===== src/rtl/raw_pkg.sv =====
// Shared types for the raw Bayer frame sequencer: FSM state encoding and
// the common counter width used for column, row and frame counters.
package raw_pkg;

  localparam int CNT_W = 16;

  typedef logic [CNT_W-1:0] cnt_t;

  typedef enum logic [2:0] {
    IDLE,
    SYNC,
    WAIT_FRAME,
    ACTIVE,
    DONE
  } state_t;

endpackage


===== src/rtl/line_counter.sv =====
// Pixel position tracking for one frame: column and row counters plus the
// per-pixel overflow flag and the per-line short-line flag. Counting is only
// enabled while the sequencer is capturing; otherwise everything is held at 0.
module line_counter
  import raw_pkg::*;
#(
  parameter int IMG_WIDTH  = 1280,
  parameter int IMG_HEIGHT = 960
) (
  input  logic clk,
  input  logic rst,
  input  logic en_i,
  input  logic fval_i,
  input  logic lval_i,
  input  logic dval_i,
  output cnt_t col_o,
  output cnt_t row_o,
  output logic pix_ok_o,
  output logic overflow_o,
  output logic short_o
);

  localparam cnt_t WIDTH_C  = cnt_t'(IMG_WIDTH);
  localparam cnt_t HEIGHT_C = cnt_t'(IMG_HEIGHT);

  cnt_t col_q, col_d;
  cnt_t row_q, row_d;
  logic line_q, line_d;
  logic has_pix_q, has_pix_d;

  logic line_now, accept, line_close, col_full, row_full;

  // A line is "open" only while the frame is open too, so a frame that drops
  // together with (or before) its line closes that line first.
  assign line_now   = fval_i & lval_i;
  assign accept     = en_i & line_now & dval_i;
  assign line_close = en_i & line_q & ~line_now;
  assign col_full   = (col_q >= WIDTH_C);
  assign row_full   = (row_q >= HEIGHT_C);

  assign pix_ok_o   = accept & ~col_full & ~row_full;
  assign overflow_o = accept & (col_full | row_full);
  // Lines that never delivered a pixel are not lines at all (no row, no error).
  assign short_o    = line_close & has_pix_q & (col_q < WIDTH_C);

  assign col_o = col_q;
  assign row_o = row_q;

  // Next-state for the position counters; column saturates at the width so
  // overflow pixels keep being flagged, row saturates at the counter maximum.
  always_comb begin
    col_d     = col_q;
    row_d     = row_q;
    has_pix_d = has_pix_q;
    line_d    = line_now;
    if (!en_i) begin
      col_d     = '0;
      row_d     = '0;
      has_pix_d = 1'b0;
      line_d    = 1'b0;
    end else if (line_close) begin
      col_d     = '0;
      has_pix_d = 1'b0;
      if (has_pix_q && (row_q != '1)) row_d = row_q + 1'b1;
    end else if (accept) begin
      has_pix_d = 1'b1;
      if (!col_full) col_d = col_q + 1'b1;
    end
  end

  // Position counter registers.
  always_ff @(posedge clk or negedge rst) begin
    if (!rst) begin
      col_q     <= '0;
      row_q     <= '0;
      line_q    <= 1'b0;
      has_pix_q <= 1'b0;
    end else begin
      col_q     <= col_d;
      row_q     <= row_d;
      line_q    <= line_d;
      has_pix_q <= has_pix_d;
    end
  end

endmodule


===== src/rtl/raw_frame_seq.sv =====
// Raw sensor frame sequencer: arms on start (or automatically with cont),
// waits for a clean frame boundary, forwards one frame of pixels with their
// coordinates and flags geometry errors in a sticky oErr.
module raw_frame_seq
  import raw_pkg::*;
#(
  parameter int IMG_WIDTH  = 1280,
  parameter int IMG_HEIGHT = 960
) (
  input  logic        clk,
  input  logic        rst,
  input  logic        iFVAL,
  input  logic        iLVAL,
  input  logic        iDVAL,
  input  logic [11:0] iDATA,
  input  logic        start,
  input  logic        cont,
  output logic [11:0] oPixel,
  output logic        oPixel_valid,
  output logic [15:0] oCol,
  output logic [15:0] oRow,
  output logic        oFrame_start,
  output logic        oFrame_done,
  output logic        oErr,
  output logic        busy,
  output logic [15:0] frame_cnt,
  output state_t      dbg_state_o
);

  localparam cnt_t HEIGHT_C = cnt_t'(IMG_HEIGHT);

  state_t state_q, state_d;
  logic   done_prev_q;
  logic   err_q, err_d;

  logic [11:0] pixel_q;
  logic        valid_q, fstart_q, done_q;
  cnt_t        col_q, row_q, frame_cnt_q;

  cnt_t lc_col, lc_row;
  logic lc_pix_ok, lc_overflow, lc_short;

  line_counter #(
    .IMG_WIDTH (IMG_WIDTH),
    .IMG_HEIGHT(IMG_HEIGHT)
  ) u_line_counter (
    .clk       (clk),
    .rst       (rst),
    .en_i      (state_q == ACTIVE),
    .fval_i    (iFVAL),
    .lval_i    (iLVAL),
    .dval_i    (iDVAL),
    .col_o     (lc_col),
    .row_o     (lc_row),
    .pix_ok_o  (lc_pix_ok),
    .overflow_o(lc_overflow),
    .short_o   (lc_short)
  );

  // Next-state logic; start is only looked at in IDLE, so it is ignored while busy.
  always_comb begin
    state_d = state_q;
    case (state_q)
      IDLE:       if (start || (cont && done_prev_q)) state_d = SYNC;
      SYNC:       if (!iFVAL) state_d = WAIT_FRAME;
      WAIT_FRAME: if (iFVAL) state_d = ACTIVE;
      ACTIVE:     if (!iFVAL) state_d = DONE;
      DONE:       state_d = IDLE;
      default:    state_d = IDLE;
    endcase
  end

  // Sticky error: cleared when start arms a capture, set by any geometry fault.
  always_comb begin
    err_d = err_q;
    if ((state_q == IDLE) && start) begin
      err_d = 1'b0;
    end else if (lc_overflow || lc_short ||
                 ((state_q == DONE) && (lc_row != HEIGHT_C))) begin
      err_d = 1'b1;
    end
  end

  // State register and the one-cycle memory of oFrame_done for cont re-arming.
  always_ff @(posedge clk or negedge rst) begin
    if (!rst) begin
      state_q     <= IDLE;
      done_prev_q <= 1'b0;
    end else begin
      state_q     <= state_d;
      done_prev_q <= done_q;
    end
  end

  // Output registers: pixel path, frame pulses, error flag and frame counter.
  always_ff @(posedge clk or negedge rst) begin
    if (!rst) begin
      pixel_q     <= '0;
      valid_q     <= 1'b0;
      col_q       <= '0;
      row_q       <= '0;
      fstart_q    <= 1'b0;
      done_q      <= 1'b0;
      err_q       <= 1'b0;
      frame_cnt_q <= '0;
    end else begin
      valid_q  <= lc_pix_ok;
      fstart_q <= lc_pix_ok && (lc_col == '0) && (lc_row == '0);
      done_q   <= (state_d == DONE);
      err_q    <= err_d;
      if (lc_pix_ok) begin
        pixel_q <= iDATA;
        col_q   <= lc_col;
        row_q   <= lc_row;
      end
      if (state_q == DONE) frame_cnt_q <= frame_cnt_q + 1'b1;
    end
  end

  assign oPixel       = pixel_q;
  assign oPixel_valid = valid_q;
  assign oCol         = col_q;
  assign oRow         = row_q;
  assign oFrame_start = fstart_q;
  assign oFrame_done  = done_q;
  assign oErr         = err_q;
  assign busy         = (state_q != IDLE);
  assign frame_cnt    = frame_cnt_q;
  assign dbg_state_o  = state_q;

endmodule


===== config.mk =====
export PLATFORM = sky130hd
export DESIGN_NAME = raw_frame_seq
export DESIGN_NICKNAME = d
export VERILOG_FILES = /design/src/rtl/raw_pkg.sv /design/src/rtl/line_counter.sv /design/src/rtl/raw_frame_seq.sv
export SDC_FILE = /design/constraint.sdc
export NUM_CORES = 1
export LEC_CHECK = 0
export CELL_PAD_IN_SITES_DETAIL_PLACEMENT = 2
export CELL_PAD_IN_SITES_GLOBAL_PLACEMENT = 2
export CORE_MARGIN = 5
export CORE_UTILIZATION = 35
export CTS_BUF_LIST = sky130_fd_sc_hd__clkbuf_8
export DETAILED_ROUTE_END_ITERATION = 8
export GPL_TIMING_DRIVEN = 1
export PLACE_DENSITY = 0.93
export SKIP_LAST_GASP = 1
export SYNTH_ARGS = -nofsm -noshare
export SYNTH_HDL_FRONTEND = slang
export SYNTH_HIERARCHICAL = 1
export SYNTH_SLANG_ARGS = --single-unit

===== constraint.sdc =====
create_clock -name clk -period 2.95 [get_ports clk]
set_input_delay 0.295 -clock clk [delete_from_list [all_inputs] [get_ports clk]]
set_output_delay 0.295 -clock clk [all_outputs]
set_load 0.01 [all_outputs]

# After elaboration in Yosys (flattened, before gate mapping)
# Cells that the tools add are included.
[classes] addsub=3 n_lt_le_gt_ge=3 n_eq_ne=11 muxes=18 bitwise=14 n_reduce_logical=16
[op_table] cell="two-way mux 16 bit" n=7
[op_table] cell="adder 16 x 1 -> 16 bit (second input constant)" n=3
[op_table] cell="logical NOT 16 bit" n=2
[op_table] cell="greater-or-equal comparator 16 x 10 -> 1 bit (second input constant)" n=1
[op_table] cell="greater-or-equal comparator 16 x 11 -> 1 bit (second input constant)" n=1
[op_table] cell="less-than comparator 16 x 11 -> 1 bit (second input constant)" n=1
[op_table] cell="inequality test 16 x 10 -> 1 bit (second input constant)" n=1
[op_table] cell="inequality test 16 bit (second input constant)" n=1
[op_table] cell="two-way mux 3 bit" n=4
[op_table] cell="case mux 3 bit (4 select lines)" n=1
[op_table] cell="AND 1 bit" n=10
[op_table] cell="equality test 3 x 2 -> 1 bit (second input constant)" n=2
[op_table] cell="equality test 3 bit (second input constant)" n=2
[op_table] cell="logical AND 1 bit" n=6
[op_table] cell="two-way mux 1 bit" n=6
[op_table] cell="inequality test 3 bit (second input constant)" n=2
[op_table] cell="inequality test 2 bit (second input constant)" n=2
[op_table] cell="AND reduction 2 bit" n=2
[op_table] cell="equality test 3 x 1 -> 1 bit (second input constant)" n=1
[op_table] cell="logical NOT 3 bit" n=1
[op_table] cell="logical OR 1 bit" n=3
[op_table] cell="inverter 1 bit" n=3
[op_table] cell="nonzero test 3 bit" n=1
[op_table] cell="nonzero test 2 bit" n=1
[op_table] cell="bitwise OR 1 bit" n=1
[totals] reg_bits=102 output_inout_bits=68 word_cells=79

# Depth between registers and ports, before layout
[logic_depth] ltp_word=9 ltp_mapped=11 mapped_depth_nobuf=8

# Modules after synthesis
# The synthesis kept the hierarchy.
[by_module_without_submodules] module="raw_frame_seq" instances=1 cells_per_inst=195 area_each_um2=2763.9
[by_module_without_submodules] module="line_counter" instances=1 cells_per_inst=192 area_each_um2=1814.2

# Least setup slack after synthesis
# No wires, ideal clock.
[synth_path] kind="reg2reg" startpoint="reg state_q[1], in the netlist dbg_state_o[1]" endpoint="reg pixel_q[0], in the netlist oPixel[0]" setup_time_ps=125 arrival_ps=2280 slack_ps=545 path_stages_with_launch=11 path_buffers=4 path_cell_list="dfrtp_1 nand2_1 nor2_1 and4_1 nand4_1 clkbuf_1 buf_2 nor2_1 buf_2 buf_2 mux2_2"
[synth_via] elab_chain_len=5
[synth_rtl] element="from (decl)" line="raw_frame_seq.sv:32" rtl="state_t state_q, state_d;"
[synth_rtl] element="from (signal assigned)" line="raw_frame_seq.sv:90" rtl="state_q <= state_d;"
[synth_rtl] element="equality test 3 x 2 -> 1 bit" line="raw_frame_seq.sv:49" rtl=".en_i (state_q == ACTIVE),"
[synth_rtl] element="AND 1 bit (2 in a row)" line="line_counter.sv:36" rtl="assign accept = en_i & line_now & dval_i;"
[synth_rtl] element="AND 1 bit (2 in a row)" line="line_counter.sv:41" rtl="assign pix_ok_o = accept & ~col_full & ~row_full;"
[synth_rtl] element="net lc_pix_ok" line="raw_frame_seq.sv:41" rtl="logic lc_pix_ok, lc_overflow, lc_short;"
[synth_rtl] element="to (signal assigned)" line="raw_frame_seq.sv:112" rtl="pixel_q <= iDATA;"
[synth_rtl] element="to (decl)" line="raw_frame_seq.sv:36" rtl="logic [11:0] pixel_q;"
# The timed path passes the listed nets, and every way through them passes these cells.
# A chain may end at the register's enable or synchronous reset.

# Worst setup path after layout
[layout_path] startpoint="reg u_line_counter.row_q[11], in the netlist u_line_counter/row_o[11]" endpoint="reg fstart_q, in the netlist oFrame_start"
[layout_via] elab_chain_len=5 word_cells_on_any_way=6 classes_between="order compare: 1; bitwise: 2; reduce/logical: 3"
[layout_rtl] element="from (decl)" line="line_counter.sv:27" rtl="cnt_t row_q, row_d;"
[layout_rtl] element="from (signal assigned)" line="line_counter.sv:80" rtl="row_q <= row_d;"
[layout_rtl] element="greater-or-equal comparator 16 x 10 -> 1 bit" line="line_counter.sv:39" rtl="assign row_full = (row_q >= HEIGHT_C);"
[layout_rtl] element="inverter 1 bit" line="line_counter.sv:41"
[layout_rtl] element="AND 1 bit" line="line_counter.sv:41"
[layout_rtl] element="net lc_pix_ok" line="raw_frame_seq.sv:41"
[layout_rtl] element="logical AND 1 bit (2 in a row)" line="raw_frame_seq.sv:108" rtl="fstart_q <= lc_pix_ok && (lc_col == '0) && (lc_row == '0);"
[layout_rtl] element="to (signal assigned)" line="raw_frame_seq.sv:108"
[layout_rtl] element="to (decl)" line="raw_frame_seq.sv:37" rtl="logic valid_q, fstart_q, done_q;"
# The timed path passes the listed nets, and every way through them passes these cells.

==> results.yml <==
layout:
  final_area_mm2: 0.005857
  final_cell_mix: "102 x dfrtp_1, 85 x clkdlybuf4s50_1, 44 x mux2_2"
  seq_area_mm2: 0.002552
  drive_above_1_share_pct: 16.42
  mostFrequentLayoutCell: "dfrtp_1"
  final_nets: 500
  nFillCells: 1343
  n_antenna_cell: 0
  area_growth_pct: 27.93
  multi_input_area_mm2: 0.001919
sta:
  final.period_utilization_pct: 88.01
  whs_ns: 0.3995
  worst_slew_pin_slew_ns: 0.9069
  rsz0062_at_grt: "false"
  setup_tns_ns: 0
  finalSetupViolCount: 0
  max_freq_mhz: 385.2
  finalMaxSlewViolations: 0
  skew_ns: 0.007752
  min_period_ns: 2.596
  worst_slack_ns: 0.3537
  final_hold_viol_count: 0
  relSlewSlack_pct: 39.03
synthesis:
  synthAdderAreaFrac_pct: 1.366
  syn_nets: 411
  ys_ff_latch: 102
  synth_compound_area_share_pct: 5.712
  yosys_warnings: 6
  ys.flop_type: "dfrtp_1"
  synth_top_family_by_area: "simple AND/OR/NAND/NOR gates"
  ys_types: 48
  syn_inst: 387
  synth-edff-count: 0
  synth_mux_area_share_pct: 13.34
  ys_seq_area_share_pct: 55.75
  yosys.area_share.simple_pct: 18.09
  synth_area_mm2: 0.004578
  async_flop_share_pct: 100.0
  syn_avg_cell_area_um2: 11.83
  synth_xor_area_share_pct: 3.252
power:
  p_leak_nw: 2.478
  ir_worst_vdd_mv: 0.2941
  finalPower_mw: 3.337
  power_density_mw_per_mm2: 569.8
placement:
  place_area_mm2: 0.005645
  pre_cts_slack_ns: 0.4194
  gp_congestion: 0.8020
  portBuffers: 86
  dp_hpwl_um: 9546
clock_network:
  clockBufferDepth: 2
  clk_latency_ns: 0.37
  numClockSinks: 102
  clkTransAtPathRegs_ns: 0.10
  cts_root_buf: "clkbuf_8"
  cts_buffers: 9
  cts_tree: "built"
  htree_levels: 3
floorplanning:
  rows: 41
  core_area_mm2: 0.01272
  die-height_um: 124.4
  pin_count: 87
  dieArea_mm2: 0.01547
  start_util_pct: 35.99
  die_w_um: 124.4
grt:
  grt_max_degree: 62
  grt_overflow: 0
  grt_antenna_before_repair: 0
  grt_pass1_wl_um: 22290
  met2_usage_pct: 31.30
  grt_use_met3_pct: 3.216
  grt_use_total_pct: 17.77
  use_met1_pct: 22.18
  grt_pass1_vias: 3960
  top_usage_layer: "met2"
critical_path:
  crit_path_start_kind: "register"
  endpoint_kind: "register"
  max_stage_delay_ns: 0.56
  cp.arrival_ns: 2.89
  path_cells: "or4_1 -> nor3_1 -> o21ai_0 -> nor2_4 -> buf_12 -> nor4b_1 -> nand2_1 -> nor3_1"
  path_class: "reg -> reg"
  slowest_stage: "or4_1"
  crit_top_cell: "nor3_1"
  path_max_fanout: 36
  required_ns: 3.24
drt:
  dr.first_iter.drc_count: 215
  dr.pass1.iters: 4
  post-route-drc-count: 0
  vias: 3526
  routed_wl_um: 13630
  routed_via_density: 5.400
  wire_per_inst_um: 20.87
  antenna_left: 0
flow_run:
  max_cap_viol_count: 0
hold_path:
  worstHoldPathType: "reg -> reg"
status:
  status: "finished clean"
-- critical path: cells and delay by family, from the launching register on --
family	cells	cell delay [ns]
AO/OA/AOI/OAI	1	0.28
buffers and inverters	1	0.25
flip-flops	1	0.47
AND/OR/NAND/NOR	6	1.52
-- worst paths after layout --
path	from	to	slack, ns	depth (start not counted)
min	oFrame_done	done_prev_q	0.40	0
max reg2reg	u_line_counter/row_o[11]	oFrame_start	0.35	8
min in group asynchronous	rst	oRow[15]	0.47	2
min reg2reg	oFrame_done	done_prev_q	0.40	0
max	u_line_counter/row_o[11]	oFrame_start	0.35	8
max in group asynchronous	rst	u_line_counter/line_q	1.76	3
-- cell usage after synthesis, drive strengths merged (2+ instances only) --
cell / number / area (µm²)
nand2: 29 / 108.9
nor3: 10 / 60.06
mux2i: 10 / 100.1
and3: 3 / 20.02
nand2b: 4 / 25.02
o31ai: 8 / 60.06
buf: 9 / 57.55
clkbuf: 5 / 18.77
and4: 7 / 66.31
inv: 10 / 37.54
or4: 8 / 60.06
o21ai: 8 / 40.04
or3: 6 / 38.79
nand3: 14 / 75.07
mux2: 45 / 510.5
o21a: 3 / 22.52
xnor2: 10 / 87.58
xor2: 7 / 61.31
nor4: 16 / 106.4
ha: 5 / 62.56
nor2: 21 / 86.33
nand4: 15 / 115.1
a21oi: 13 / 65.06
dfrtp: 102 / 2552
and2: 7 / 45.05
o211ai: 2 / 15.01
-- area by class of cell --
class	count	area share, %
clock buffers	11	2.585
inverters	10	0.6409
clock inverters	5	0.8545
repair buffers	92	15.89
well taps	172	3.674
multi-input cells	261	32.77
flip-flops and latches	102	43.58
-- per-stage QoR --
stage,util [%],cells
3_3_place_gp,44.37,636
2_1_floorplan,-,387
5_1_grt,46.04,653
3_5_place_dp,44.37,636
6_report,46.04,653
4_1_cts,46.04,653
-- registers in the layout, indices dropped and copies added (netlist names) --
signal and cells:
u_line_counter/has_pix_q 1, oRow 16, oCol 16, oPixel_valid 1, done_prev_q 1, oFrame_start 1
u_line_counter/line_q 1, u_line_counter/col_o 16, oErr 1, dbg_state_o 3, oFrame_done 1, frame_cnt 16
oPixel 12, u_line_counter/row_o 16
-- per-layer routing --
| metal | up-vias | wire [µm] |
|---|---|---|
| li1 | 1586 | - |
| met1 | 1841 | 5873 |
| met2 | 85 | 7162 |
| met3 | 14 | 439 |
| met4 | 0 | 150 |
| met5 | - | 0 |
-- report_power, final --
group | switching, mW | leakage (nW) | total [mW] | internal (mW)
clock | 0.481 | 0.108 | 0.913 | 0.432
combinational | 0.388 | 0.972 | 0.780 | 0.393
sequential | 0.121 | 1.40 | 1.64 | 1.52
-- repair_timing --
item,in CTS,in global routing
resized for setup,0,0
hold buffers,1,0
hold endpoints to repair,41,0
setup buffers,0,0
-- kinds of logic after synthesis --
family | count (synthesis)
and+or+nand+nor | 143
DFF | 102
xor gates and xnor gates | 17
adders and majority gates | 5
buffers and inverters | 24
muxes | 55
AOI/OAI and AO/OA | 41
No activity file was read; power rests on OpenSTA's default activity.
